**src/rtl/lzf_pkg.sv**
```systemverilog
// Shared types, constants and helpers for the LZF encoder source-fetch path.
package lzf_pkg;

    localparam int unsigned LZF_WORD_BYTES = 8;

    typedef enum logic [1:0] {
        StIdle = 2'd0,
        StRun  = 2'd1,
        StDone = 2'd2
    } lzf_state_e;

    // Words needed to carry cnt bytes; the extra result bit keeps +7 from wrapping.
    function automatic logic [32:0] lzf_word_count(input logic [31:0] cnt);
        logic [32:0] w_sum;
        w_sum = {1'b0, cnt} + 33'd7;
        return w_sum >> 3;
    endfunction

endpackage

```
**src/rtl/lzf_word_shifter.sv**
```systemverilog
// One FIFO word held for little-endian byte extraction, with a count of bytes still valid.
module lzf_word_shifter
    import lzf_pkg::*;
(
    input  logic                        clk,
    input  logic                        rst,
    input  logic                        i_clear,
    input  logic                        i_load,
    input  logic [LZF_WORD_BYTES*8-1:0] i_data,
    input  logic [3:0]                  i_cnt,
    input  logic                        i_shift,
    output logic [LZF_WORD_BYTES*8-1:0] o_data,
    output logic [3:0]                  o_cnt
);

    logic [LZF_WORD_BYTES*8-1:0] r_data;
    logic [3:0]                  r_cnt;

    // Load wins over shift so a drained word can be replaced on the same edge.
    always_ff @(posedge clk) begin
        if (rst || i_clear) begin
            r_data <= '0;
            r_cnt  <= '0;
        end else if (i_load) begin
            r_data <= i_data;
            r_cnt  <= i_cnt;
        end else if (i_shift && (r_cnt != 4'd0)) begin
            r_data <= {8'h00, r_data[LZF_WORD_BYTES*8-1:8]};
            r_cnt  <= r_cnt - 4'd1;
        end
    end

    assign o_data = r_data;
    assign o_cnt  = r_cnt;

endmodule

```
**src/rtl/lzf_src_fetch.sv**
```systemverilog
// Pops 64-bit source words and serialises them into a byte stream for the LZS core,
// trimming the final partial word and signalling end of job on m_endn.
module lzf_src_fetch #(
    parameter int unsigned LZF_WIDTH      = 20,
    parameter int unsigned LZF_WORD_BYTES = 8
) (
    input  logic                 clk,
    input  logic                 rst,
    input  logic                 ce,
    input  logic [LZF_WIDTH-1:0] fi_cnt,
    input  logic                 m_src_empty,
    output logic                 m_src_getn,
    input  logic [63:0]          fi,
    output logic [7:0]           byte_data,
    output logic                 byte_valid,
    output logic                 byte_last,
    input  logic                 byte_ready,
    output logic                 m_endn
);

    import lzf_pkg::*;

    localparam logic [3:0] FULL_CNT = 4'(LZF_WORD_BYTES);

    lzf_state_e           r_state, w_state_nxt;
    logic [LZF_WIDTH-1:0] r_bytes_left;
    logic [LZF_WIDTH:0]   r_words_left;
    logic [2:0]           r_tail;
    logic                 r_in_flight, r_last_word, r_endn;

    logic [63:0] w_cur_data, w_nxt_data, w_cur_din;
    logic [3:0]  w_cur_cnt, w_nxt_cnt, w_cur_cin, w_fi_cnt;
    logic        w_cur_valid, w_nxt_valid, w_accept, w_cur_drain, w_job_end;
    logic        w_pop, w_fi_to_cur, w_fi_to_nxt, w_nxt_to_cur, w_cur_load;

    assign w_cur_valid = (w_cur_cnt != 4'd0);
    assign w_nxt_valid = (w_nxt_cnt != 4'd0);
    assign byte_valid  = ce && w_cur_valid;
    assign byte_data   = w_cur_data[7:0];
    assign byte_last   = byte_valid && (r_bytes_left == LZF_WIDTH'(1));
    assign w_accept    = byte_valid && byte_ready;
    assign w_cur_drain = w_accept && (w_cur_cnt == 4'd1);
    assign w_job_end   = w_accept && byte_last;

    assign w_pop = (r_state == StRun) && ce && !m_src_empty && (r_words_left != '0)
                   && !r_in_flight && !w_nxt_valid;
    assign m_src_getn = !w_pop;
    assign m_endn     = r_endn;

    // Returning word: cur takes it when cur is free by this edge, otherwise it parks in nxt.
    assign w_fi_cnt     = (r_last_word && (r_tail != 3'd0)) ? {1'b0, r_tail} : FULL_CNT;
    assign w_fi_to_cur  = r_in_flight && (!w_cur_valid || w_cur_drain);
    assign w_fi_to_nxt  = r_in_flight && !w_fi_to_cur;
    assign w_nxt_to_cur = w_cur_drain && w_nxt_valid;
    assign w_cur_load   = w_fi_to_cur || w_nxt_to_cur;
    assign w_cur_din    = w_fi_to_cur ? fi : w_nxt_data;
    assign w_cur_cin    = w_fi_to_cur ? w_fi_cnt : w_nxt_cnt;

    lzf_word_shifter u_cur (
        .clk     (clk),
        .rst     (rst),
        .i_clear (1'b0),
        .i_load  (w_cur_load),
        .i_data  (w_cur_din),
        .i_cnt   (w_cur_cin),
        .i_shift (w_accept),
        .o_data  (w_cur_data),
        .o_cnt   (w_cur_cnt)
    );

    lzf_word_shifter u_nxt (
        .clk     (clk),
        .rst     (rst),
        .i_clear (w_nxt_to_cur),
        .i_load  (w_fi_to_nxt),
        .i_data  (fi),
        .i_cnt   (w_fi_cnt),
        .i_shift (1'b0),
        .o_data  (w_nxt_data),
        .o_cnt   (w_nxt_cnt)
    );

    always_comb begin
        w_state_nxt = r_state;
        unique case (r_state)
            StIdle:  if (ce) w_state_nxt = (fi_cnt == '0) ? StDone : StRun;
            StRun:   if (w_job_end) w_state_nxt = StDone;
            StDone:  w_state_nxt = StDone;
            default: w_state_nxt = StIdle;
        endcase
    end

    always_ff @(posedge clk) begin
        if (rst) begin
            r_state <= StIdle;
        end else begin
            r_state <= w_state_nxt;
        end
    end

    always_ff @(posedge clk) begin
        if (rst) begin
            r_bytes_left <= '0;
            r_words_left <= '0;
            r_tail       <= '0;
            r_in_flight  <= 1'b0;
            r_last_word  <= 1'b0;
            r_endn       <= 1'b1;
        end else begin
            if ((r_state == StIdle) && ce) begin
                r_bytes_left <= fi_cnt;
                r_words_left <= (LZF_WIDTH + 1)'(lzf_word_count(32'(fi_cnt)));
                r_tail       <= fi_cnt[2:0];
            end
            if (w_pop) begin
                r_words_left <= r_words_left - (LZF_WIDTH + 1)'(1);
                r_last_word  <= (r_words_left == (LZF_WIDTH + 1)'(1));
            end
            // A pop is never issued while a read is in flight, so this also clears it.
            r_in_flight <= w_pop;
            if (w_accept) begin
                r_bytes_left <= r_bytes_left - LZF_WIDTH'(1);
            end
            if (w_state_nxt == StDone) begin
                r_endn <= 1'b0;
            end
        end
    end

endmodule

```
**config.mk**
```make
export PLATFORM = sky130hd
export DESIGN_NAME = lzf_src_fetch
export DESIGN_NICKNAME = d
export VERILOG_FILES = /design/src/rtl/lzf_pkg.sv /design/src/rtl/lzf_word_shifter.sv /design/src/rtl/lzf_src_fetch.sv
export SDC_FILE = /design/constraint.sdc
export NUM_CORES = 1
export LEC_CHECK = 0
export ABC_AREA = 1
export CORE_ASPECT_RATIO = 0.75
export CORE_UTILIZATION = 35
export DETAILED_ROUTE_END_ITERATION = 10
export PLACE_DENSITY_LB_ADDON = 0.12
export RECOVER_POWER = 50
export SYNTH_ARGS = -nofsm -noshare
export SYNTH_HDL_FRONTEND = slang
export SYNTH_SLANG_ARGS = --single-unit
```
**constraint.sdc**
```tcl
create_clock -name clk -period 2.8 [get_ports clk]
set_clock_uncertainty 0.05 [all_clocks]
set_input_delay 0.56 -clock clk [delete_from_list [all_inputs] [get_ports clk]]
set_output_delay 0.56 -clock clk [all_outputs]
set_load 0.005 [all_outputs]
```
* Word-level counts from Yosys, hierarchy flattened
Index checks and enable logic that the tools add are counted.
W data, S select, Z words.
** Storage, ports and cells
- Bits in registers :: 185
- Latch bits :: 0
- Bits in writable memories :: 0
- Bits in read-only memories :: 0
- Output and inout port bits :: 12
- Logic and storage cells :: 70
- Memories kept :: 0
** Operators by class
- Add/sub/neg operators :: 4
- $mul :: 0
- Divide/modulo/power cells :: 0
- $lt $le $gt $ge :: 0
- Equal/unequal tests :: 6
- Shifts and indexed selects :: 0
- Multiplexer cells :: 15
- Bitwise logic cells :: 0
- Reduce and logical (&&, ||, !) cells :: 34
** Operators with widths (count)
- $mux W64 :: 3
- $mux W21 :: 2
- $mux W20 :: 2
- $add A20 B3 Y21 const B :: 1
- $eq A21 B1 Y1 const B :: 1
- $reduce_bool A21 Y1 :: 1
- $sub A21 B1 Y21 const B :: 1
- $eq A20 B1 Y1 const B :: 1
- $logic_not A20 Y1 :: 1
- $sub A20 B1 Y20 const B :: 1
- $logic_and A1 B1 Y1 :: 16
- $mux W4 :: 4
- $reduce_bool A4 Y1 :: 2
- $logic_not A1 Y1 :: 6
- $mux W2 :: 3
- $pmux W2 S3 :: 1
- $reduce_bool A2 Y1 :: 3
- $eq A2 B2 Y1 const B :: 2
- $eq A4 B1 Y1 const B :: 1
- $sub A4 B1 Y4 const B :: 1
- $logic_or A1 B1 Y1 :: 3
- $reduce_bool A3 Y1 :: 1
- $eq A2 B1 Y1 const B :: 1
- $logic_not A2 Y1 :: 1

* Longest topological paths before layout
Gate-level depths: netlist of run 1.
- Depth in word-level cells :: 8
- Gate-level depth with buffers :: 14

* Hierarchy
A second synthesis of run 1 with hierarchy kept.
** Second synthesis, totals
- Cell total of the unflattened synthesis :: 1944
- Area, all modules :: 11447.2 µm²
** Modules (own cells, without submodules)
- lzf_word_shifter :: instances 2, cells each 514, area an instance 3304.4 µm², sequential area each 1361.3 µm²
- lzf_src_fetch :: instances 1, cells each 916, area an instance 4838.4 µm², sequential area each 980.9 µm²

* Worst setup path before layout of run 1
OpenSTA, ideal clock, no wires.
- Path type :: flip-flop to flip-flop
- Start point :: register u_cur.r_cnt[0], in the netlist u_cur.o_cnt[0]
- End point :: register u_nxt.r_data[18], in the netlist u_nxt.o_data[18]
- Arrival time :: 1.799 ns
- Data required time :: 2.630 ns
- Setup slack :: 0.831 ns
- Stages on the path, launching flop included :: 12
- Buffers on the path :: 3
- Path through :: dfxtp_1 -> inv_1 -> ha_1 -> nand2_4 -> nand2_2 -> nor2_4 -> nand3_2 -> buf_2 -> nand2_1 -> buf_2 -> buf_2 -> a21oi_1
** On the way
- Longest elaborated chain between the ends :: 8
- Elaborated cells between the ends (all ways) :: 12
- Classes of those cells :: eq/ne (1); reduce/logical (11)
** Ends and longest elaborated chain
- start: declaration :: RTL line lzf_word_shifter.sv:17 : logic [3:0] r_cnt;
- start signal: assignment :: RTL line lzf_word_shifter.sv:26 : r_cnt <= i_cnt;
- start signal: assignment :: RTL line lzf_word_shifter.sv:29 : r_cnt <= r_cnt - 4'd1;
- $reduce_bool A4 Y1 :: RTL line lzf_src_fetch.sv:36 : assign w_cur_valid = (w_cur_cnt != 4'd0);
- $logic_and A1 B1 Y1 :: RTL line lzf_src_fetch.sv:38 : assign byte_valid = ce && w_cur_valid;
- $logic_and A1 B1 Y1 :: RTL line lzf_src_fetch.sv:41 : assign w_accept = byte_valid && byte_ready;
- $logic_and A1 B1 Y1 :: RTL line lzf_src_fetch.sv:42 : assign w_cur_drain = w_accept && (w_cur_cnt == 4'd1);
- $logic_or A1 B1 Y1 :: RTL line lzf_src_fetch.sv:52 : assign w_fi_to_cur = r_in_flight && (!w_cur_valid || w_cur_drain);
- $logic_and A1 B1 Y1 :: RTL line lzf_src_fetch.sv:52
- $logic_not A1 Y1 :: RTL line lzf_src_fetch.sv:53 : assign w_fi_to_nxt = r_in_flight && !w_fi_to_cur;
- $logic_and A1 B1 Y1 :: RTL line lzf_src_fetch.sv:53
- end signal: assignment :: RTL line lzf_word_shifter.sv:25 : r_data <= i_data;
- end signal: assignment :: RTL line lzf_word_shifter.sv:28 : r_data <= {8'h00, r_data[LZF_WORD_BYTES*8-1:8]};
- end: declaration :: RTL line lzf_word_shifter.sv:16 : logic [LZF_WORD_BYTES*8-1:0] r_data;
Several ways; a longest one is shown, not always the timed one.
A chain may end at the register's enable or synchronous reset.

* Worst setup path in the final report of run 1
- Start point :: input ce
- End point :: output m_src_getn
** On the way
- Longest elaborated chain between the ends :: 6
** Ends and longest elaborated chain
- start: declaration :: RTL line lzf_src_fetch.sv:9 : input logic ce,
- $logic_and A1 B1 Y1 (3 in a row) :: RTL line lzf_src_fetch.sv:45 : assign w_pop = (r_state == StRun) && ce && !m_src_empty && (r_words_left != '0)
- $logic_and A1 B1 Y1 (2 in a row) :: RTL line lzf_src_fetch.sv:46 : && !r_in_flight && !w_nxt_valid;
- $logic_not A1 Y1 :: RTL line lzf_src_fetch.sv:47 : assign m_src_getn = !w_pop;
- end: declaration :: RTL line lzf_src_fetch.sv:12 : output logic m_src_getn,
No other way between the ends.

==> results of run 1 <==
-- through the flow --
step           setup slack [ns]  power [mW]
2_1_floorplan             0.831        3.99
3_3_place_gp             0.0234        4.63
3_5_place_dp             0.0332        4.63
4_1_cts                  0.0266        7.18
5_1_grt                 -0.0417        7.51
6_report                 0.0804        7.12
-- worst max-delay path, cell delays in order --
cell and delay (ns):
clkdlybuf4s50_1 0.56, buf_4 0.14, nand3b_1 0.09, nor3_2 0.21
nand2_1 0.10, clkdlybuf4s50_1 0.45
-- metal layers --
layer	track usage, %	vias to the layer above	wire length (µm)
met5	0	-	0
li1	-	5214	-
met3	4.47	25	2160
met2	31.5	323	13100
met4	5.78	0	384
met1	35.4	4679	17000
-- final cells by class --
type	instances	area share, %
clock buffer	23	4.04
tap	385	3.99
multi-input combinational	1120	44.4
clock inverter	7	0.964
inverter	130	4.06
timing repair buffer	146	11.8
sequential	185	30.7
-- what timing repair did --
item	4_1_cts	5_1_grt
setup endpoints to repair	1	1
resized for setup	3	2
cloned	0	0
-- logic make-up (layout without fill, tap and decap cells) --
| family | after synthesis | after routing | synth area share, % |
|---|---|---|---|
| DFF | 185 | 185 | 36.9 |
| adders and majority gates | 7 | 7 | 0.873 |
| buffers and inverters | 236 | 306 | 10.0 |
| xor gates and xnor gates | 17 | 17 | 1.48 |
| and+or+nand+nor | 801 | 801 | 34.6 |
| AOI/OAI and AO/OA | 295 | 295 | 16.1 |
-- flip-flops by register name (all words and copies together) (netlist names) --
name          flops
u_cur.o_data     64
u_nxt.o_data     64
r_words_left     21
r_bytes_left     20
u_cur.o_cnt       4
u_nxt.o_cnt       4
r_tail            3
r_state           2
m_endn            1
r_in_flight       1
r_last_word       1
-- synth_stat cells (all sizes together) --
library cell	instances
nand2	336
nor2	212
nand3	187
dfxtp	185
inv	129
a21oi	121
o21ai	110
buf	63
nand4	47
clkbuf	43
a211oi	36
a31oi	14
xor2	12
ha	7
nor3	6
or2	5
xnor2	5
nand3b	4
nor4	4
o211ai	4
o22ai	3
o31ai	2
a21boi	1
a21o	1
clkinv	1
o21bai	1
o221ai	1
o32ai	1
-- power groups by stage --
stage / combinational (mW) / clock, mW / sequential [mW]
after global placement: 1.63 / 0 / 3.00
after detailed placement: 1.63 / 0 / 3.00
after floorplan: 1.04 / 0 / 2.95
after global routing: 1.82 / 2.72 / 2.97
after CTS: 1.64 / 2.60 / 2.94
final: 1.64 / 2.54 / 2.95
-- final timing paths --
kind | to | slack (ns) | depth (start not counted)
max | m_src_getn | 0.08 | 6
min | u_nxt.o_data[18] | 0.41 | 2
max reg2reg | u_cur.o_data[16] | 0.26 | 11
min reg2reg | u_nxt.o_data[18] | 0.41 | 2
==> results.py, run 1 <==
metrics = {
    "final_layout": {
        "area_growth_pct": 20.3,
        "register_area_mm2": 0.00370,
        "fin_cells": 1996,
        "fin_util_pct": 42.9,
        "multi_input_area_mm2": 0.00536,
        "nFillCells": 3028,
        "drive_above_1_share_pct": 5.83,
        "final_common_cell": "nand2_1",
        "layout.nets": 1696,
        "mostFrequentLayoutCells": "331 x nand2_1, 207 x nor2_1, 184 x nand3_1, 184 x dfxtp_1, 126 x inv_1",
        "diodes": 0,
        "fin_area_mm2": 0.0121,
    },
    "min_path": {
        "hp-class": "flop to flop",
        "hp-start": "u_nxt.o_data[18]",
    },
    "timing": {
        "slew_headroom_pct": 48.0,
        "worst_slew_pin_slew_ns": 0.781,
        "fin_setup_tns_ns": 0,
        "fmax_mhz": 368,
        "fin_crit_ns": 2.72,
        "setup_viol_count_final": 0,
        "drv_slew": 0,
        "hold-worst-slack_ns": 0.411,
        "hold_violations": 0,
        "period_share_pct": 97.1,
    },
    "global_routing": {
        "grt_max_degree": 63,
        "grt_antenna_before_repair": 0,
        "track_usage_pct": 22.8,
        "grt_pass1_wl_um": 52600,
        "grt.overflow.total": 0,
        "grt_pass1_vias": 9463,
    },
    "cts": {
        "cts_num_sinks": 185,
        "numCtsBuffers": 17,
        "htree_levels": 4,
        "clk_path_buf_depth": 2,
        "clkLatencyLatePin_ns": 0.43,
        "hold_buffers": 0,
        "cts_tree": "yes",
        "post_cts_buffers": 0,
        "cts.clk_slew.worst_paths_ns": 0.06,
        "root_buffer": "clkbuf_16",
    },
    "critical_path": {
        "crit_fanout": 3,
        "worstSetupPathType": "input pin to output port",
        "crit_start": "ce",
        "worstPathRequired_ns": 2.19,
        "cp-end-kind": "output port",
        "crit_arrival_ns": 2.11,
        "reg2reg_from": "u_cur.o_cnt[0]",
        "critPathLaunchType": "input pin",
    },
    "synth": {
        "syn_area_mm2": 0.0100,
        "synth.distinct_cells": 41,
        "synth_seq_area_share_pct": 36.9,
        "yosys_register_bits": 185,
        "avgSynthCellArea_um2": 6.51,
        "syn_inst": 1541,
        "synthesis.nets": 1637,
        "synthTopCellsByArea": "dfxtp_1 37%, nand2_1 12%, nand3_1 9.2%, nor2_1 7.8%, a21oi_1 6.0%",
        "yosysTopAreaCell": "dfxtp_1",
        "ys_warn_count": 0,
        "synth_top_area_share_pct": 36.9,
    },
    "drt": {
        "drc": 0,
        "vias": 10200,
        "avgRoutedWirePerCell_um": 16.4,
        "wirelength_um": 32700,
        "drt_iter0_markers": 942,
        "firstDrtPassIters": 5,
        "ant_nets": 0,
        "viasPerCell": 5.13,
    },
    "placed_design": {
        "placed_area_mm2": 0.0115,
        "globalplace.congestion": 0.912,
        "dp_cells": 1966,
        "dp_hpwl_um": 22200,
        "portBuffers": 100,
    },
    "pwr": {
        "p_sw_mw": 2.24,
        "seqPwrFrac_pct": 41.4,
        "p_leak_nw": 4.74,
        "ir_drop_v": 0.000471,
        "p_clk_share_pct": 35.7,
        "p_per_area_mw_per_mm2": 590,
        "pwr-share-comb_pct": 23.0,
        "p_sw_share_pct": 31.5,
        "p_int_mw": 4.88,
    },
    "floorplanning": {
        "initial_core_util_pct": 35.7,
        "core_area_mm2": 0.0281,
        "io_pins": 101,
        "die_h_um": 149,
        "dieArea_mm2": 0.0293,
        "die_w_um": 197,
        "rows": 53,
    },
    "run_status": {
        "status": "finished, final reports clean",
    },
    "job": {
        "cap_violations": 0,
    },
}
No activity file was read; power rests on OpenSTA's default activity.
==> run 2, diff against run 1 <==
Settings changed: CORE_UTILIZATION 35 to 58.
==> results.py, run 2 (synthesis results as in run 1) <==
metrics = {
    "drt": {
        "ant_nets": 0,
        "vias": 10500,
        "drt_iter0_markers": 1336,
        "wirelength_um": 29600,
        "drc": 0,
        "viasPerCell": 5.79,
        "avgRoutedWirePerCell_um": 16.3,
        "firstDrtPassIters": 5,
    },
    "final_layout": {
        "fin_util_pct": 69.9,
        "diodes": 0,
        "drive_above_1_share_pct": 5.41,
        "final_common_cell": "nand2_1",
        "register_area_mm2": 0.00370,
        "fin_cells": 1822,
        "nFillCells": 1495,
        "layout.nets": 1690,
        "mostFrequentLayoutCells": "331 x nand2_1, 209 x nor2_1, 184 x nand3_1, 184 x dfxtp_1, 126 x inv_1",
        "multi_input_area_mm2": 0.00534,
        "area_growth_pct": 17.6,
    },
    "floorplanning": {
        "io_pins": 101,
        "initial_core_util_pct": 59.4,
        "dieArea_mm2": 0.0178,
        "rows": 41,
        "die_w_um": 154,
        "core_area_mm2": 0.0169,
        "die_h_um": 116,
    },
    "timing": {
        "fin_setup_tns_ns": 0,
        "setup_slack_ns": 0.109,
        "setup_viol_count_final": 0,
        "drv_slew": 0,
        "period_share_pct": 96.1,
        "hold_violations": 0,
        "worst_slew_pin_slew_ns": 0.762,
        "slew_headroom_pct": 49.2,
        "fmax_mhz": 372,
        "rsz0062_at_grt": "no",
        "fin_crit_ns": 2.69,
    },
    "pwr": {
        "power.total_mw": 7.09,
        "p_sw_share_pct": 32.5,
        "p_int_mw": 4.79,
        "p_leak_nw": 4.71,
        "seqPwrFrac_pct": 41.4,
        "pwr-share-comb_pct": 22.5,
        "p_sw_mw": 2.30,
        "p_clk_share_pct": 36.1,
        "p_per_area_mw_per_mm2": 601,
        "ir_drop_v": 0.000387,
    },
    "cts": {
        "clk_path_buf_depth": 2,
        "cts_num_sinks": 185,
        "hold_buffers": 0,
        "htree_levels": 4,
        "numCtsBuffers": 17,
        "cts.clk_slew.worst_paths_ns": 0.07,
        "cts_tree": "yes",
        "clkLatencyLatePin_ns": 0.44,
        "root_buffer": "clkbuf_16",
    },
    "critical_path": {
        "worstSetupPathType": "flop to output port",
        "cp-end-kind": "output port",
        "crit_fanout": 3,
        "worstPathRequired_ns": 2.19,
        "critPathLaunchType": "flop",
        "crit_arrival_ns": 2.08,
    },
    "global_routing": {
        "grt_pass1_vias": 9111,
        "track_usage_pct": 33.6,
        "grt.overflow.total": 0,
        "grtUsageMet2_pct": 48.4,
        "grt_antenna_before_repair": 0,
        "grt_pass1_wl_um": 47500,
        "use_met1_pct": 50.7,
        "busiest_layer": "met1",
        "met3_usage_pct": 6.81,
        "grt_max_degree": 71,
    },
    "placed_design": {
        "dp_cells": 1790,
        "dp_hpwl_um": 19900,
        "portBuffers": 100,
        "pre_cts_slack_ns": 0.111,
        "globalplace.congestion": 0.922,
    },
    "run_status": {
        "status": "finished, final reports clean",
    },
    "min_path": {
        "hp-class": "flop to flop",
    },
    "job": {
        "cap_violations": 0,
    },
}
[run 2: through the flow]
step                area (µm²)  hold slack [ns]
floorplan                10000            0.384
global placement         11200            0.396
detailed placement       11200            0.403
CTS                      11900            0.416
global route             11800            0.431
finish                   11800            0.413
[run 2: worst paths after layout]
path	startpoint	end	slack, ns	cells after the start
setup / recovery	u_cur.o_cnt[0]	byte_valid	0.11	7
hold reg to reg	u_cur.o_data[59]	u_cur.o_data[59]	0.41	2
hold / removal	u_cur.o_data[59]	u_cur.o_data[59]	0.41	2
setup reg to reg	u_cur.o_cnt[0]	r_bytes_left[4]	0.18	12
[run 2: area by class of cell]
class,count,area share [%]
Multi-Input combinational cell,1120,45.3
Clock buffer,20,3.96
Timing Repair Buffer,140,11.6
Tap cell,215,2.28
Inverter,130,4.16
Sequential cell,185,31.4
Clock inverter,12,1.27
[run 2: routing by layer]
metal	share of wire (%)	vias to the layer above
met4	0.78	0
met1	48	4845
li1	-	5221
met2	42	459
met5	0	-
met3	9.2	21
[run 2: power groups by stage]
stage	Combinational, mW	Clock [mW]	Sequential, mW
after detailed placement	1.57	0	2.99
after global routing	1.76	2.68	2.96
after CTS	1.59	2.56	2.93
after global placement	1.56	0	2.99
after floorplan	1.04	0	2.95
final	1.59	2.56	2.94
[run 2: what timing repair did]
action,CTS,global route
setup endpoints to repair,1,0
resized for setup,3,0
buffers inserted,0,0
[run 2: critical path: stages, from the launching register on]
cell and delay (ns):
dfxtp_1 0.36, inv_1 0.08, ha_1 0.27, nand2_4 0.12, nand2_2 0.08, buf_4 0.15, inv_1 0.09, clkdlybuf4s50_1 0.51
